**src/rtl/lsu_bus_ctrl_if.sv**
```systemverilog
// ---------------------------------------------------------------------------
// lsu_bus_ctrl_if
//   Word-aligned data-memory bus with a req/gnt address phase and an rvalid
//   read-data phase.
//
//   master (controller side):
//     out bus_req     request, held until bus_gnt
//     out bus_we      1 = write, 0 = read
//     out bus_addr    word-aligned byte address
//     out bus_be      byte enables
//     out bus_wdata   store data replicated across byte lanes
//     in  bus_gnt     request accepted this cycle
//     in  bus_rvalid  read data valid (never in the same cycle as its gnt)
//     in  bus_rdata   read word
//   slave (memory side): same signals, opposite directions.
// ---------------------------------------------------------------------------
interface lsu_bus_ctrl_if;
    logic        bus_req;
    logic        bus_we;
    logic [31:0] bus_addr;
    logic [3:0]  bus_be;
    logic [31:0] bus_wdata;
    logic        bus_gnt;
    logic        bus_rvalid;
    logic [31:0] bus_rdata;

    modport master (
        output bus_req, bus_we, bus_addr, bus_be, bus_wdata,
        input  bus_gnt, bus_rvalid, bus_rdata
    );

    modport slave (
        input  bus_req, bus_we, bus_addr, bus_be, bus_wdata,
        output bus_gnt, bus_rvalid, bus_rdata
    );
endinterface

```
**src/rtl/lsu_bus_ctrl.sv**
```systemverilog
// ---------------------------------------------------------------------------
// lsu_bus_ctrl
//   Data-memory bus controller downstream of the LSU. Converts one load or
//   store from the execute stage into a single bus transaction, stalls the
//   pipeline until it completes and returns extended load data.
//
//   Parameters
//     TIMEOUT_CYCLES  max cycles in REQ+WAIT_R before abort (0 = no timeout)
//     CNT_W           timeout counter width, 2**CNT_W > TIMEOUT_CYCLES
//
//   Ports
//     clk, rst_n      clock (rising edge), asynchronous active-low reset
//     i_mem_addr      byte address
//     i_mem_wdata     store data, value in the low bits
//     i_mem_we        store request (wins if i_mem_re is also set)
//     i_mem_re        load request
//     i_funct3        000 B, 001 H, 010 W, 100 BU, 101 HU
//     o_stall         hold upstream; inputs are stable while high
//     o_load_data     extended load result, 0 unless o_load_valid
//     o_load_valid    1-cycle pulse, load completed
//     o_access_err    1-cycle pulse, misaligned/illegal access, no bus cycle
//     o_bus_err       1-cycle pulse, access aborted by timeout
//     bus             lsu_bus_ctrl_if master modport
// ---------------------------------------------------------------------------
module lsu_bus_ctrl #(
    parameter int TIMEOUT_CYCLES = 255,
    parameter int CNT_W          = 8
) (
    input  logic                 clk,
    input  logic                 rst_n,
    input  logic [31:0]          i_mem_addr,
    input  logic [31:0]          i_mem_wdata,
    input  logic                 i_mem_we,
    input  logic                 i_mem_re,
    input  logic [2:0]           i_funct3,
    output logic                 o_stall,
    output logic [31:0]          o_load_data,
    output logic                 o_load_valid,
    output logic                 o_access_err,
    output logic                 o_bus_err,
    lsu_bus_ctrl_if.master       bus
);

    typedef enum logic [1:0] {
        ST_IDLE   = 2'd0,
        ST_REQ    = 2'd1,
        ST_WAIT_R = 2'd2
    } state_t;

    localparam bit               TO_EN   = (TIMEOUT_CYCLES != 0);
    // Timeout fires in the last allowed cycle, so REQ+WAIT_R never exceeds
    // TIMEOUT_CYCLES cycles.
    localparam logic [CNT_W-1:0] TO_LAST = CNT_W'(TIMEOUT_CYCLES - 1);

    state_t             r_state;
    logic [CNT_W-1:0]   r_cnt;
    logic [1:0]         r_off;
    logic [2:0]         r_f3;
    logic               r_bus_req;
    logic               r_bus_we;
    logic [31:0]        r_bus_addr;
    logic [3:0]         r_bus_be;
    logic [31:0]        r_bus_wdata;

    logic               w_req;
    logic               w_legal;
    logic               w_align_ok;
    logic               w_f3_ok;
    logic               w_capture;
    logic               w_active;
    logic               w_done;
    logic               w_timeout;
    logic [3:0]         w_be;
    logic [31:0]        w_wdata;
    logic [31:0]        w_shift;
    logic [31:0]        w_ext;

    // ------------------------------------------------------------------
    // Request decode: legality, byte enables, lane replication
    // ------------------------------------------------------------------
    assign w_req = i_mem_we | i_mem_re;

    always_comb begin
        w_align_ok = 1'b0;
        w_be       = 4'b1111;
        w_wdata    = i_mem_wdata;
        case (i_funct3[1:0])
            2'b00: begin
                w_align_ok = 1'b1;
                w_be       = 4'b0001 << i_mem_addr[1:0];
                w_wdata    = {4{i_mem_wdata[7:0]}};
            end
            2'b01: begin
                w_align_ok = ~i_mem_addr[0];
                w_be       = 4'b0011 << i_mem_addr[1:0];
                w_wdata    = {2{i_mem_wdata[15:0]}};
            end
            2'b10: begin
                w_align_ok = (i_mem_addr[1:0] == 2'b00);
                w_be       = 4'b1111;
                w_wdata    = i_mem_wdata;
            end
            default: begin
                w_align_ok = 1'b0;
            end
        endcase
    end

    // Stores must be signed-size codes; loads reject 011 and 11x.
    assign w_f3_ok = i_mem_we ? (~i_funct3[2] && (i_funct3[1:0] != 2'b11))
                              : ((i_funct3[1:0] != 2'b11) && (i_funct3 != 3'b110));
    assign w_legal = w_align_ok & w_f3_ok;

    assign w_capture = (r_state == ST_IDLE) & w_req & w_legal;
    assign w_active  = (r_state == ST_REQ) | (r_state == ST_WAIT_R);

    // Completion: granted store, or read data returned.
    assign w_done = ((r_state == ST_REQ) & bus.bus_gnt & r_bus_we)
                  | ((r_state == ST_WAIT_R) & bus.bus_rvalid);

    // Completion in the last allowed cycle takes priority over the abort.
    assign w_timeout = TO_EN & w_active & (r_cnt == TO_LAST) & ~w_done;

    // ------------------------------------------------------------------
    // Load data extraction
    // ------------------------------------------------------------------
    assign w_shift = bus.bus_rdata >> {r_off, 3'b000};

    always_comb begin
        w_ext = w_shift;
        case (r_f3)
            3'b000:  w_ext = {{24{w_shift[7]}},  w_shift[7:0]};
            3'b001:  w_ext = {{16{w_shift[15]}}, w_shift[15:0]};
            3'b100:  w_ext = {24'd0, w_shift[7:0]};
            3'b101:  w_ext = {16'd0, w_shift[15:0]};
            default: w_ext = w_shift;
        endcase
    end

    // Pulses and stall are gated by rst_n so they fall immediately on reset,
    // even if the upstream request is still asserted.
    assign o_load_valid = rst_n & (r_state == ST_WAIT_R) & bus.bus_rvalid;
    assign o_load_data  = o_load_valid ? w_ext : 32'd0;
    assign o_access_err = rst_n & (r_state == ST_IDLE) & w_req & ~w_legal;
    assign o_bus_err    = rst_n & w_timeout;
    assign o_stall      = rst_n & (w_capture | (w_active & ~w_done & ~w_timeout));

    assign bus.bus_req   = r_bus_req;
    assign bus.bus_we    = r_bus_we;
    assign bus.bus_addr  = r_bus_addr;
    assign bus.bus_be    = r_bus_be;
    assign bus.bus_wdata = r_bus_wdata;

    // ------------------------------------------------------------------
    // FSM with registered bus outputs
    // ------------------------------------------------------------------
    always_ff @(posedge clk or negedge rst_n) begin
        if (!rst_n) begin
            r_state     <= ST_IDLE;
            r_cnt       <= '0;
            r_off       <= 2'b00;
            r_f3        <= 3'b000;
            r_bus_req   <= 1'b0;
            r_bus_we    <= 1'b0;
            r_bus_addr  <= 32'd0;
            r_bus_be    <= 4'b0000;
            r_bus_wdata <= 32'd0;
        end else begin
            case (r_state)
                ST_IDLE: begin
                    if (w_capture) begin
                        r_state     <= ST_REQ;
                        r_cnt       <= '0;
                        r_off       <= i_mem_addr[1:0];
                        r_f3        <= i_funct3;
                        r_bus_req   <= 1'b1;
                        r_bus_we    <= i_mem_we;
                        r_bus_addr  <= {i_mem_addr[31:2], 2'b00};
                        r_bus_be    <= w_be;
                        r_bus_wdata <= w_wdata;
                    end
                end
                ST_REQ: begin
                    r_cnt <= r_cnt + CNT_W'(1);
                    if (w_timeout) begin
                        r_bus_req <= 1'b0;
                        r_state   <= ST_IDLE;
                    end else if (bus.bus_gnt) begin
                        r_bus_req <= 1'b0;
                        r_state   <= r_bus_we ? ST_IDLE : ST_WAIT_R;
                    end
                end
                ST_WAIT_R: begin
                    r_cnt <= r_cnt + CNT_W'(1);
                    if (bus.bus_rvalid || w_timeout) begin
                        r_state <= ST_IDLE;
                    end
                end
                default: begin
                    r_state   <= ST_IDLE;
                    r_bus_req <= 1'b0;
                end
            endcase
        end
    end

endmodule

```
**src/flat_wrapper.sv**
```systemverilog
// flat-port wrapper written by rule: the top's interface ports become plain ports
module lsu_bus_ctrl_flat 
#(
    parameter int TIMEOUT_CYCLES = 255,
    parameter int CNT_W          = 8
)
  (clk, rst_n, i_mem_addr, i_mem_wdata, i_mem_we, i_mem_re, i_funct3, o_stall, o_load_data, o_load_valid, o_access_err, o_bus_err, bus_bus_req, bus_bus_we, bus_bus_addr, bus_bus_be, bus_bus_wdata, bus_bus_gnt, bus_bus_rvalid, bus_bus_rdata);
  lsu_bus_ctrl_if bus_i ();
  input  logic clk;
  input  logic rst_n;
  input  logic [31:0] i_mem_addr;
  input  logic [31:0] i_mem_wdata;
  input  logic i_mem_we;
  input  logic i_mem_re;
  input  logic [2:0] i_funct3;
  output logic o_stall;
  output logic [31:0] o_load_data;
  output logic o_load_valid;
  output logic o_access_err;
  output logic o_bus_err;
  output wire logic [$bits(bus_i.bus_req)-1:0] bus_bus_req;
  output wire logic [$bits(bus_i.bus_we)-1:0] bus_bus_we;
  output wire logic [$bits(bus_i.bus_addr)-1:0] bus_bus_addr;
  output wire logic [$bits(bus_i.bus_be)-1:0] bus_bus_be;
  output wire logic [$bits(bus_i.bus_wdata)-1:0] bus_bus_wdata;
  input wire logic [$bits(bus_i.bus_gnt)-1:0] bus_bus_gnt;
  input wire logic [$bits(bus_i.bus_rvalid)-1:0] bus_bus_rvalid;
  input wire logic [$bits(bus_i.bus_rdata)-1:0] bus_bus_rdata;
  assign bus_bus_req = bus_i.bus_req;
  assign bus_bus_we = bus_i.bus_we;
  assign bus_bus_addr = bus_i.bus_addr;
  assign bus_bus_be = bus_i.bus_be;
  assign bus_bus_wdata = bus_i.bus_wdata;
  assign bus_i.bus_gnt = bus_bus_gnt;
  assign bus_i.bus_rvalid = bus_bus_rvalid;
  assign bus_i.bus_rdata = bus_bus_rdata;
  lsu_bus_ctrl #(.TIMEOUT_CYCLES(TIMEOUT_CYCLES), .CNT_W(CNT_W)) u_core (.clk(clk), .rst_n(rst_n), .i_mem_addr(i_mem_addr), .i_mem_wdata(i_mem_wdata), .i_mem_we(i_mem_we), .i_mem_re(i_mem_re), .i_funct3(i_funct3), .o_stall(o_stall), .o_load_data(o_load_data), .o_load_valid(o_load_valid), .o_access_err(o_access_err), .o_bus_err(o_bus_err), .bus(bus_i));
endmodule
```
**config.mk**
```make
export PLATFORM = sky130hd
export DESIGN_NAME = lsu_bus_ctrl_flat
export DESIGN_NICKNAME = d
export VERILOG_FILES = /design/src/rtl/lsu_bus_ctrl_if.sv /design/src/rtl/lsu_bus_ctrl.sv /design/src/flat_wrapper.sv
export SDC_FILE = /design/constraint.sdc
export NUM_CORES = 1
export LEC_CHECK = 0
export CAP_MARGIN = 20
export CORE_MARGIN = 3
export CORE_UTILIZATION = 43
export CTS_BUF_LIST = sky130_fd_sc_hd__clkbuf_4
export CTS_CLUSTER_DIAMETER = 50
export CTS_CLUSTER_SIZE = 30
export DETAILED_ROUTE_END_ITERATION = 7
export GPL_TIMING_DRIVEN = 0
export HOLD_SLACK_MARGIN = 0.03
export PLACE_DENSITY_LB_ADDON = 0.2
export RECOVER_POWER = 25
export SLEW_MARGIN = 20
export SYNTH_ARGS = -nofsm -noshare
export SYNTH_HDL_FRONTEND = slang
export SYNTH_SLANG_ARGS = --single-unit
```
**constraint.sdc**
```tcl
create_clock -name clk -period 3.7 [get_ports clk]
set_clock_uncertainty 0.2 [all_clocks]
set_input_delay 1.11 -clock clk [delete_from_list [all_inputs] [get_ports clk]]
set_output_delay 1.11 -clock clk [all_outputs]
set_load 0.01 [all_outputs]
```
==> results.toml <==
[outcome]
status = "complete, but fails checks"
violations = "max-capacitance violations, max-slew violations, negative setup slack"

[logic_synthesis]
synth_top_family_by_area = "multiplexers"
ys_seq_elements = 83
synthFlopType = "dfrtp_1"
yosys_warnings = 0
synth-simple-area-share_pct = 11.98
async_flop_share_pct = 100.0
synthAdderAreaFrac_pct = 1.409
syn_inst = 440
synthMuxAreaShare_pct = 20.74
syn_avg_cell_area_um2 = 10.09
netlist_area_um2 = 4441
synth-compound-area-share_pct = 15.53
seq_area_frac_synth_pct = 46.77
ys_types = 45
synthXorXnorAreaFrac_pct = 0
synth_edf_count = 0

[finish]
final_util_pct = 71.02
fin_nets = 788
layout_common_cells = "clkdlybuf4s50_1, dfrtp_1, nand2_1"
antenna_cells = 0
area_growth_pct = 58.50
final_common_cell = "clkdlybuf4s50_1"
drive_gt1_share_pct = 17.89
layoutNonFillerInstCount = 815

[grt]
grt.overflow.total = 0
grt_pass1_wl_um = 23390
grt_pass1_vias = 4640
grt_max_degree = 40
track_usage_pct = 25.76
antenna_found_initial = 0

[clocking]
clock_latency_ps = 420
clk_path_buf_depth = 2
hold_buffers = 0
clock-sinks = 83
numCtsBuffers = 9
root_buffer = "clkbuf_4"
h-tree-depth = 3
cts_tree = "built"
cts.clk_slew.worst_paths_ps = 120

[detailed_routing]
drt-vias-per-instance = 5.464
dr_total_vias = 4453
final_antenna_net_count = 0
first_pass_iters = 4
drc = 0
drt_iter0_markers = 320
drt_wl_total_um = 15470
wl_per_cell_um = 18.98

[power_and_ir_drop]
p_leak_nw = 3.174
powerDensity_nw_per_um2 = 678.1
peakVddDrop_mv = 0.3951
p_total_mw = 4.773

[floorplan]
fp.coreArea_um2 = 9910
io_pins = 211
start_util_pct = 44.81
die_w_um = 107.6
fp.dieArea_um2 = 11580
die_y_um = 107.6
rows = 36

[sta]
hold_viol = 0
drv_slew = 40
fin_tns_setup_ps = -4510
worst_pin_slew_ps = 2119
fin_crit_sh_pct = 109.6
finalSetupViolations = 18
whs_ps = 290.6
rsz0062_at_grt = "true"
slew_headroom_pct = -41.25
setup_slack_ps = -355.4
fmax_ghz = 0.2466
post-route-min-period_ps = 4055

[job]
cap_viol_max_count = 1

[place]
dpl.cell_count = 782
gp_congestion = 0.8362
io_buffers = 207
dp_hpwl_um = 11190

[critical_path]
reg2reg_from = "u_core.r_state[0]$_DFFE_PN0P_"
startpoint = "bus_bus_rdata[31]"
critPathKind = "input pin to output pin"
cp.required_ps = 2390
cp_max_fo = 3
cp_data_arrival_time_ps = 2750
cp-start-kind = "input pin"
end_kind = "output pin"

[min_path]
min_path_type = "input pin to asynchronous set/reset pin"
==> critical path, cell delays in order <==
cell	delay (ps)
buf_8	80
mux2i_2	70
mux2_4	290
or2_4	270
a2111o_1	500
buf_6	170
o21ai_1	100
buf_2	160
==> timing repair <==
| item | 4_1_cts | 5_1_grt |
|---|---|---|
| setup buffers | 17 | 1 |
| gates cloned | 1 | 0 |
| resized for setup | 168 | 36 |
| setup endpoints to repair | 36 | 30 |
| pin swaps | 11 | 4 |
==> cell type report <==
cell class / instances / area, µm²
Timing Repair Buffer: 227 / 2131
Sequential cell: 83 / 2077
Multi-Input combinational cell: 322 / 2342
Buffer: 29 / 150.1
Fill cell: 750 / 2872
Tap cell: 133 / 166.4
Inverter: 6 / 22.52
Clock inverter: 6 / 81.33
Clock buffer: 9 / 67.56
==> cell usage after synthesis, types with 2 or more instances <==
cell type   n  area, µm²
inv_1       6      22.52
buf_2       7      35.03
nor2_1     21      78.83
and2_1      3      18.77
nor3_1      2      10.01
a21o_1      8      60.06
nand4_1     2      12.51
and3_1      2      12.51
nand4b_1    2      17.52
dfrtp_1    83       2077
o211ai_1    2      15.01
o21bai_1    2      15.01
a21oi_1    19      95.09
o2bb2ai_1   2      17.52
mux2i_1    41      410.4
buf_1       5      18.77
o21ai_0    50      250.2
a211oi_1   14      105.1
a22oi_1     3      22.52
nor4_1      2      12.51
a22o_1      2      17.52
clkbuf_1   15      56.30
nand2_1    62      232.7
mux2_1     25      281.5
nand3_1     6      30.03
ha_1        5      62.56
buf_4       3      22.52
nor2b_1    10      62.56
nor3b_1     2      15.01
mux2_2     19      214.0
==> through the flow <==
stage,area [µm²],setup WS (ps)
after floorplan,4444,54.82
after global placement,6683,-5147
after detailed placement,6700,-1573
after CTS,7059,-279.2
after global routing,7038,-385.0
final,7038,-355.4
==> sequential cells by signal, summed over array words and instances, names as in the netlist <==
name / flops
u_core.bus.bus_addr: 30
u_core.bus.bus_be: 4
u_core.bus.bus_req: 1
u_core.bus.bus_wdata: 32
u_core.bus.bus_we: 1
u_core.r_cnt: 8
u_core.r_f3: 3
u_core.r_off: 2
u_core.r_state: 2
==> routing by layer <==
layer | track usage [%] | part of all wire, % | vias to the layer above
li1 | - | - | 2039
met2 | 45.25 | 51 | 212
met5 | 0 | 0 | -
met4 | 11.00 | 2.0 | 0
met1 | 28.89 | 37 | 2179
met3 | 7.678 | 9.6 | 23
==> cell families after synthesis <==
family | count (synthesis)
flops | 83
mux | 86
other cells | 1
compound gates | 111
buf+inv | 36
simple gates | 118
fa+ha+maj | 5
==> path summary, 6_finish.rpt <==
kind	to	slack, ps	cells past startpoint
hold reg to reg	u_core.bus.bus_wdata[31]$_DFFE_PN0P_	290	2
min in group clk	u_core.bus.bus_wdata[31]$_DFFE_PN0P_	290	2
hold / removal	u_core.r_f3[1]$_DFFE_PN0P_	290	1
max in group asynchronous	u_core.bus.bus_be[1]$_DFFE_PN0P_	790	2
setup reg to reg	u_core.bus.bus_addr[28]$_DFFE_PN0P_	1320	8
setup / recovery	o_load_data[23]	-360	8
==> power breakdown <==
| group | total (mW) | switching [mW] | internal, mW |
|---|---|---|---|
| Clock | 0.576 | 0.310 | 0.266 |
| Combinational | 2.56 | 1.23 | 1.33 |
| Sequential | 1.63 | 0.284 | 1.35 |
| Total | 4.77 | 1.83 | 2.94 |
(Power assumes the default switching activity.)
==> variant, RTL diff (config.mk and constraints unchanged) <==
`CNT_W` is set to 8 in 2 places; all go to 9.
--- a/src/rtl/lsu_bus_ctrl.sv
+++ b/src/rtl/lsu_bus_ctrl.sv
@@ -25,5 +25,5 @@
 module lsu_bus_ctrl #(
     parameter int TIMEOUT_CYCLES = 255,
-    parameter int CNT_W          = 8
+    parameter int CNT_W          = 9
 ) (
     input  logic                 clk,
--- a/src/flat_wrapper.sv
+++ b/src/flat_wrapper.sv
@@ -3,5 +3,5 @@
 #(
     parameter int TIMEOUT_CYCLES = 255,
-    parameter int CNT_W          = 8
+    parameter int CNT_W          = 9
 )
   (clk, rst_n, i_mem_addr, i_mem_wdata, i_mem_we, i_mem_re, i_funct3, o_stall, o_load_data, o_load_valid, o_access_err, o_bus_err, bus_bus_req, bus_bus_we, bus_bus_addr, bus_bus_be, bus_bus_wdata, bus_bus_gnt, bus_bus_rvalid, bus_bus_rdata);
Check against the original RTL: same outputs for any inputs over 10 cycles, from zero or initial values and one cycle with rst_n low; that may be too few to reach the edited logic, so the function may still have changed.
==> variant against the original RTL <==
The run ends with negative setup slack left. Sequential cell count increased by 1. Largest power group unchanged. Critical path type unchanged. Sequential share of layout area decreased by 0.86 points. Setup slack better by 0.16 ns. Fmax rose by 4.2%. Clock power is 22% higher. First-iteration DRC count down 12%. Critical path depth stayed put. Total power up 6.1%. Synthesized area is 4.5% higher. Cell count grew 5.4%. Design area rose by 4.2%. Routed wire length shrank 1.2%. Hold slack worse by 0.057 ns. Via count grew 3.7%.
==> variant: results (changes against the original RTL) <==
Worst setup path
  – FF-to-FF path depth: 10 (+2)
  – Critical R2R Capture: u_core.bus.bus_addr[9]
  – Arrival time of the worst setup path: 2.58 ns (-0.17 ns)
  – CP endpoint: o_load_data[12]
  – CP max-delay cell: or3_4
  – Delay-heaviest family, CP: buffers and inverters
  – Worst reg2reg startpoint: u_core.r_state[1]
  – CP startpoint: bus_bus_rdata[31]
  – Crit Path Max Fanout: 8 (+5)
  – Largest stage delay on the critical path: 0.46 ns (-0.04 ns)
  – Internal reg-to-reg setup slack: 1.21 ns (-0.11 ns)

Place
  – Placed cell count: 823 (+5.2%)
  – Pre-CTS WS: -1.39 ns (+0.183 ns)
  – GP Congestion: 0.865 (+3.4%)
  – Number of port buffers: 207 (unchanged)
  – Final HPWL DP: 11.2 mm (about the same)
  – DP Area: 6910 µm² (+3.2%)

Finish
  – Share of cells above drive strength 1: 0.212 (+0.0327)
  – Multi-input logic area: 2470 µm² (+5.7%)
  – Post-Layout Cell Count: 859 (+5.4%)
  – Final #Nets: 828 (+5.1%)
  – Fillers: 803 (+7.1%)

Global route
  – First-pass GRT wire length: 23.5 mm (+0.29%)
  – GRT Util Overall: 0.250 (-0.00771)
  – Vias in the first global route: 4721 (+1.7%)
  – Largest net degree at the start of global routing: 59 (+48%)

Timing
  – Final setup vio count: 22 (+4)
  – Tightest Pin Transition: 1.40 ns (-0.719 ns)
  – Setup WS post-layout: -0.194 ns (+0.162 ns)
  – Period utilisation layout: 1.05 (-0.0437)
  – Setup_tns: -2.62 ns (+1.89 ns)
  – Final hold slack: 0.233 ns (-0.0574 ns)

Route
  – Routed via count: 4616 (+3.7%)
  – Avg WL per Cell: 17.8 µm (-6.3%)
  – DRT iter0 DRCs: 283 (-12%)
  – First-pass DRT Iterations: 5 (+1)

Clock tree
  – Clk slew on worst S/H paths: 0.14 ns (+0.02 ns)
  – CTS max path bufs: 2 (unchanged)
  – Worst skew pair latency: 0.46 ns (+0.04 ns)
  – Clock Tree Root: clkbuf_4

Synth
  – Ys async rst share: 1.00 (unchanged)
  – Post-synth top cells: 84 x dfrtp_1, 78 x nand2_1, 46 x o21ai_0, 41 x mux2i_1, 31 x mux2_2
  – Area contributors post-synth: dfrtp_1 45%, mux2i_1 8.8%, mux2_2 7.5%, nand2_1 6.3%, o21ai_0 5.0%
  – Cell variety after synth: 47 (+4.4%)
  – Mapped Cells: 478 (+8.6%)
  – Post-synthesis sequential area ratio: 0.453 (-0.0145)

Run status
  – Failing checks: negative setup slack
  – Outcome: finished, violations left

Pwr
  – Static leakage: 3.35 nW (+5.5%)
  – VDD IR max: 495 µV (+25%)
[variant: cell types whose count changed in the layout (fill, tap and decap cells not counted), moves of 7 or more]
cell | unedited run | this run
mux2_1 | 25 | 0
nand2_1 | 62 | 78
nor2_1 | 20 | 27
a21oi_2 | 1 | 8
mux2_2 | 19 | 30
clkbuf_2 | 9 | 2
[variant: cell type report]
class                           instances  area share
Timing Repair Buffer                  234       0.297
Clock inverter                          7      0.0174
Tap cell                              136      0.0232
Buffer                                 31      0.0254
Clock buffer                            9     0.00921
Sequential cell                        84       0.287
Multi-Input combinational cell        350       0.337
Inverter                                8     0.00409
[variant: timing repair]
| item | CTS | global route |
|---|---|---|
| pin swaps | 12 | 8 |
| setup endpoints to repair | 36 | 30 |
| cloned | 1 | 0 |
| setup buffers | 16 | 9 |
| resized for setup | 197 | 25 |
[variant: cells by family (layout without fill, tap and decap cells)]
| logic type | after synthesis | count (layout) | synth area share |
|---|---|---|---|
| compound gates | 118 | 118 | 0.165 |
| fa+ha+maj | 5 | 5 | 0.0135 |
| buf+inv | 45 | 289 | 0.0467 |
| flops | 84 | 84 | 0.453 |
| mux | 73 | 73 | 0.169 |
| other cells | 1 | 2 | 0.000809 |
| simple gates | 152 | 152 | 0.153 |
[variant: where the power goes]
| part | internal, mW | switching [mW] |
|---|---|---|
| Clock | 0.354 | 0.347 |
| Combinational | 1.45 | 1.24 |
| Sequential | 1.37 | 0.313 |
[variant: metal layers]
layer | track usage | wire length, µm
met4 | 0.0890 | 383
met2 | 0.422 | 7760
met3 | 0.0787 | 1120
met5 | 0 | 0
met1 | 0.299 | 6010
